**config.mk**
```make
export PLATFORM = sky130hd
export DESIGN_NAME = lsu_instr_sequencer
export DESIGN_NICKNAME = d
export VERILOG_FILES = /design/src/rtl/lsu_instr_sequencer.sv
export SDC_FILE = /design/constraint.sdc
export NUM_CORES = 1
export LEC_CHECK = 0
export ABC_CLOCK_PERIOD_IN_PS = 5400
export BUFFER_PORTS_ARGS = -buffer_cell sky130_fd_sc_hd__buf_2
export CAP_MARGIN = 10
export CORE_ASPECT_RATIO = 2
export CORE_UTILIZATION = 60
export CTS_BUF_LIST = sky130_fd_sc_hd__clkbuf_8
export CTS_CLUSTER_DIAMETER = 80
export DETAILED_ROUTE_END_ITERATION = 16
export PLACE_DENSITY_LB_ADDON = 0.05
export SYNTH_ARGS = -nofsm -noshare
export SYNTH_HDL_FRONTEND = slang
export SYNTH_SLANG_ARGS = --single-unit
```
**constraint.sdc**
```tcl
create_clock -name clk_i -period 5.4 [get_ports clk_i]
set_input_delay 0.27 -clock clk_i [delete_from_list [all_inputs] [get_ports clk_i]]
set_output_delay 0.27 -clock clk_i [all_outputs]
set_load 0.01 [all_outputs]
```
**src/rtl/lsu_instr_sequencer.sv**
```systemverilog
`default_nettype none
// ============================================================================
// Module   : lsu_instr_sequencer
// Brief    : Issues a small preloaded instruction program over a valid/ready
//            handshake. After each load or store, issue is held until the
//            matching memory response arrives or the wait times out.
// Revision : 1.0 - initial release
// ============================================================================
module lsu_instr_sequencer #(
  parameter int DEPTH   = 4,
  parameter int AW      = $clog2(DEPTH),
  parameter int TIMEOUT = 15
) (
  input  logic          clk_i,
  input  logic          rst_i,
  input  logic          prog_we_i,
  input  logic [AW-1:0] prog_addr_i,
  input  logic [31:0]   prog_data_i,
  input  logic [AW:0]   prog_len_i,
  input  logic          start_i,
  output logic [31:0]   instr_o,
  output logic          instr_valid_o,
  input  logic          instr_ready_i,
  input  logic          load_mem_resp_i,
  input  logic          store_mem_resp_i,
  output logic [AW:0]   pc_o,
  output logic          busy_o,
  output logic          done_o,
  output logic          timeout_o
);

  typedef enum logic [1:0] {
    S_IDLE     = 2'd0,
    S_ISSUE    = 2'd1,
    S_WAIT_MEM = 2'd2,
    S_DONE     = 2'd3
  } state_t;

  localparam logic [6:0]  c_op_load   = 7'b0000011;
  localparam logic [6:0]  c_op_store  = 7'b0100011;
  localparam logic [AW:0] c_depth     = (AW+1)'(DEPTH);
  localparam logic [AW:0] c_pc_one    = (AW+1)'(1);
  // Counter starts at 0 on the first wait cycle, so expiry is on TIMEOUT-1.
  localparam logic [7:0]  c_wait_last = 8'(TIMEOUT - 1);

  state_t      r_state;
  logic [AW:0] r_pc;
  logic [AW:0] r_len;
  logic [7:0]  r_wait_cnt;
  logic        r_wait_load;
  logic        r_timeout;
  logic [31:0] r_buf [DEPTH];

  logic        w_can_load;
  logic [31:0] w_instr;
  logic        w_is_load;
  logic        w_is_store;
  logic        w_is_mem;
  logic [AW:0] w_pc_inc;
  logic [AW:0] w_len_clamped;
  logic        w_resp_match;

  assign w_can_load    = (r_state == S_IDLE) || (r_state == S_DONE);
  assign w_instr       = r_buf[r_pc[AW-1:0]];
  assign w_is_load     = (w_instr[6:0] == c_op_load);
  assign w_is_store    = (w_instr[6:0] == c_op_store);
  assign w_is_mem      = w_is_load || w_is_store;
  assign w_pc_inc      = r_pc + c_pc_one;
  assign w_len_clamped = (prog_len_i > c_depth) ? c_depth : prog_len_i;
  assign w_resp_match  = r_wait_load ? load_mem_resp_i : store_mem_resp_i;

  // Program buffer: written only while no run is in progress.
  always_ff @(posedge clk_i or posedge rst_i) begin
    if (rst_i) begin
      for (int i = 0; i < DEPTH; i++) begin
        r_buf[i] <= '0;
      end
    end else if (w_can_load && prog_we_i) begin
      r_buf[prog_addr_i] <= prog_data_i;
    end
  end

  // Sequencer FSM: launch, issue, wait for memory response, finish.
  always_ff @(posedge clk_i or posedge rst_i) begin
    if (rst_i) begin
      r_state     <= S_IDLE;
      r_pc        <= '0;
      r_len       <= '0;
      r_wait_cnt  <= '0;
      r_wait_load <= 1'b0;
      r_timeout   <= 1'b0;
    end else begin
      case (r_state)
        S_IDLE, S_DONE: begin
          if (start_i) begin
            r_len     <= w_len_clamped;
            r_pc      <= '0;
            r_timeout <= 1'b0;
            r_state   <= (w_len_clamped != '0) ? S_ISSUE : S_DONE;
          end
        end
        S_ISSUE: begin
          if (instr_ready_i) begin
            r_pc <= w_pc_inc;
            if (w_is_mem) begin
              r_wait_load <= w_is_load;
              r_wait_cnt  <= '0;
              r_state     <= S_WAIT_MEM;
            end else if (w_pc_inc == r_len) begin
              r_state <= S_DONE;
            end
          end
        end
        S_WAIT_MEM: begin
          r_wait_cnt <= r_wait_cnt + 8'd1;
          // A matching response takes priority over expiry in the same cycle.
          if (w_resp_match) begin
            r_state <= (r_pc == r_len) ? S_DONE : S_ISSUE;
          end else if (r_wait_cnt == c_wait_last) begin
            r_timeout <= 1'b1;
            r_state   <= S_DONE;
          end
        end
        default: r_state <= S_IDLE;
      endcase
    end
  end

  assign instr_o       = w_instr;
  assign instr_valid_o = (r_state == S_ISSUE);
  assign busy_o        = (r_state == S_ISSUE) || (r_state == S_WAIT_MEM);
  assign done_o        = (r_state == S_DONE);
  assign pc_o          = r_pc;
  assign timeout_o     = r_timeout;

endmodule
`default_nettype wire

```
==> results_dict.tcl <==
set metrics [dict create \
    path_max_fanout 21 \
    synthArstFlopShare_pct 100.0 \
    ant_nets 0 \
    worstMarginPinSlew_ns 0.9907 \
    grt_pass1_vias 4417 \
    grt_pass1_wl_um 21780 \
    gr-total-overflow 0 \
    setup_violations 0 \
    synth_common_cells "dfrtp_1, mux2_2, mux4_2" \
    multi_input_area_um2 2828 \
    outcome "complete, but fails checks" \
    die_w_um 76.14 \
    leakage_nw 3.389 \
    setup.worst_path.class "flop to flop" \
    cp_num_cells 6 \
    relSlewSlack_pct 33.96 \
    dieArea_um2 11440 \
    yosysUniqueCellTypes 40 \
    r2r_cells 6 \
    fillerInstances 752 \
    postSynthCellCount 430 \
    grt_usage_pct 25.05 \
    irDropWorstVdd_mv 0.3648 \
    synth_area_um2 6595 \
    gp_congestion 0.8142 \
    yosysTopAreaCellShare_pct 55.40 \
    cts_tree "yes" \
    dr.pass1.iters 4 \
    hold_viol 1 \
    cts-resized-gates 0 \
    core_um2 10610 \
    finalCriticalPeriod_ns 3.038 \
    root_buffer "clkbuf_8" \
    drt-initial-drc-count 135 \
    cts_hold_buf 0 \
    violations "negative hold slack" \
    finalInstanceArea_um2 7561 \
    ys_ff_latch 146 \
    cpPeakStageDelay_ns 0.75 \
    synth_area_per_cell_um2 15.34 \
    grt_max_degree 88 \
    cts_sinks 146 \
    vias 3970 \
    end_kind "flop" \
    crit_path_cell_trace "buf_4 > mux4_2 > and4b_1 > a22oi_2 > or4b_1 > nand2_1" \
    yosysTopAreaCell "dfrtp_1" \
    io_buffers 82 \
    fin_skew_ns 0.02121 \
    cp.buffers_inverters 1 \
    syn-num-nets 480 \
    yosys-top-cells-area "dfrtp_1, mux2_2, mux4_2, ha_1, clkbuf_1" \
    yosysWarnings 0 \
    cts_made_buffers 17 \
    synth_edf_count 0 \
    rows 53 \
    synth.most_common_cell "dfrtp_1" \
    fin_setup_tns_ns 0 \
    start_kind "flop" \
    area_growth_pct 14.65 \
    final_util_pct 71.26 \
    drive_above_1_share_pct 53.42 \
    worstSkewPairLatency_ns 0.43 \
    diodes 0 \
    finalNonFillerCells 663 \
    dp_hpwl_um 8569 \
    pin_count 83 \
    min-delay-path-class "input pin to async pin" \
    clk_pin_slew_worst_paths_ns 0.09 \
    clk_path_buf_depth 2 \
    rsz0062_at_grt "no" \
    cp.required_ns 5.76 \
    via_per_inst 5.988 \
    cap_violations 0 \
    drt_wl_total_um 13260 \
    antenna_found_initial 0 \
    crit_arrival_ns 3.40 \
    nNetsFinal 564 \
    start_util_pct 62.16 \
    fmax_mhz 329.2 \
    timing.hold.ws_ns -0.003988 \
    slew_violations 0 \
    min_period_over_period_pct 56.26 \
    synth_ff_type "dfrtp_1" \
    post-cts-setup-buffer-count 0 \
    drcViolationCount 0 \
    seqCellArea_um2 3656 \
    r2r_start "pc_o[0]$_DFFE_PP0P_" \
    seq_area_frac_synth_pct 55.40 \
    dpl_cell_area_um2 7138 \
    slowest_stage "dfrtp_2" \
    placed_cells 632 \
    wl_per_cell_um 20.00 \
    reg2reg_slack_ns 2.36 \
    powerDensity_nw_per_um2 596.7 \
    dieHeight_um 150.3 \
    crit_family "simple AND/OR/NAND/NOR gates" \
    htree_num_levels 4 \
    regToRegEndpoint "r_wait_cnt[6]$_DFFE_PP0P_" \
]
==> power breakdown <==
group / internal [mW] / total [mW] / switching [mW]
registers: 1.61 / 1.94 / 0.329
logic: 0.977 / 1.67 / 0.697
clock network: 0.528 / 0.903 / 0.375
total: 3.11 / 4.51 / 1.40
==> worst max path at each step <==
stage / startpoint / slack (ns) / to
2_1_floorplan: rst_i / 1.21 / pc_o[0]$_DFFE_PP0P_
3_3_place_gp: pc_o[0]$_DFFE_PP0P_ / 2.39 / r_wait_cnt[5]$_DFFE_PP0P_
3_5_place_dp: pc_o[0]$_DFFE_PP0P_ / 2.30 / r_wait_cnt[6]$_DFFE_PP0P_
4_1_cts: pc_o[0]$_DFFE_PP0P_ / 2.28 / r_wait_cnt[6]$_DFFE_PP0P_
5_1_grt: pc_o[0]$_DFFE_PP0P_ / 2.13 / r_wait_cnt[6]$_DFFE_PP0P_
6_report: pc_o[0]$_DFFE_PP0P_ / 2.36 / r_wait_cnt[6]$_DFFE_PP0P_
==> flip-flops by register name (all words and copies together) (netlist names) <==
| signal | flops |
|---|---|
| r_wait_load | 1 |
| r_len | 3 |
| r_state | 2 |
| r_wait_cnt | 8 |
| pc_o | 3 |
| timeout_o | 1 |
| r_buf | 128 |
==> per-layer routing <==
metal | up-vias | routed length [um] | GRT usage (%)
met3 | 16 | 402 | 4.970
li1 | 1772 | - | -
met4 | 0 | 210 | 9.615
met1 | 2110 | 5225 | 28.58
met5 | - | 0 | 0
met2 | 72 | 7418 | 46.14
==> through the flow <==
step / setup slack (ns) / power [mW]
floorplan: 1.207 / 3.102
global placement: 2.393 / 3.553
detailed placement: 2.303 / 3.654
CTS: 2.283 / 4.562
global route: 2.130 / 4.775
finish: 2.362 / 4.512
==> cell type report <==
cell class	count	share of cell area, %
clock inverters	11	1.953
clock buffers	20	3.641
well taps	137	2.267
repair buffers	87	5.924
flip-flops and latches	146	48.35
multi-input cells	254	37.40
inverters	8	0.4633
==> cells in the final DEF, fill, tap and decap left out, types with 2 or more instances in the layout <==
| cell type | synthesis | final |
|---|---|---|
| dfrtp_1 | 146 | 144 |
| mux2_2 | 129 | 129 |
| buf_2 | 1 | 82 |
| mux4_2 | 32 | 32 |
| clkbuf_8 | 0 | 20 |
| nand2_1 | 15 | 14 |
| inv_1 | 8 | 13 |
| o21ai_0 | 10 | 10 |
| ha_1 | 6 | 6 |
| nand2b_1 | 5 | 5 |
| a31oi_1 | 5 | 5 |
| buf_4 | 0 | 5 |
| nand4_1 | 4 | 4 |
| mux2i_1 | 4 | 4 |
| a21oi_1 | 4 | 4 |
| bufinv_16 | 0 | 4 |
| o211ai_1 | 3 | 3 |
| or4b_1 | 3 | 3 |
| nand3_1 | 3 | 3 |
| or3_1 | 3 | 3 |
| xor2_1 | 3 | 3 |
| and4b_1 | 2 | 2 |
| nand3b_1 | 2 | 2 |
| a21boi_0 | 2 | 2 |
| xnor2_1 | 2 | 2 |
| nor3_1 | 3 | 2 |
| dfrtp_2 | 0 | 2 |
==> cell families after synthesis <==
group	Yosys count	synth area share [%]
buf+inv	30	1.840
mux	165	33.56
fa+ha+maj	6	1.138
simple gates	48	4.534
xor+xnor	5	0.6641
compound gates	30	2.865
flops	146	55.40
Note: power is estimated with default switching activity, not from simulation.
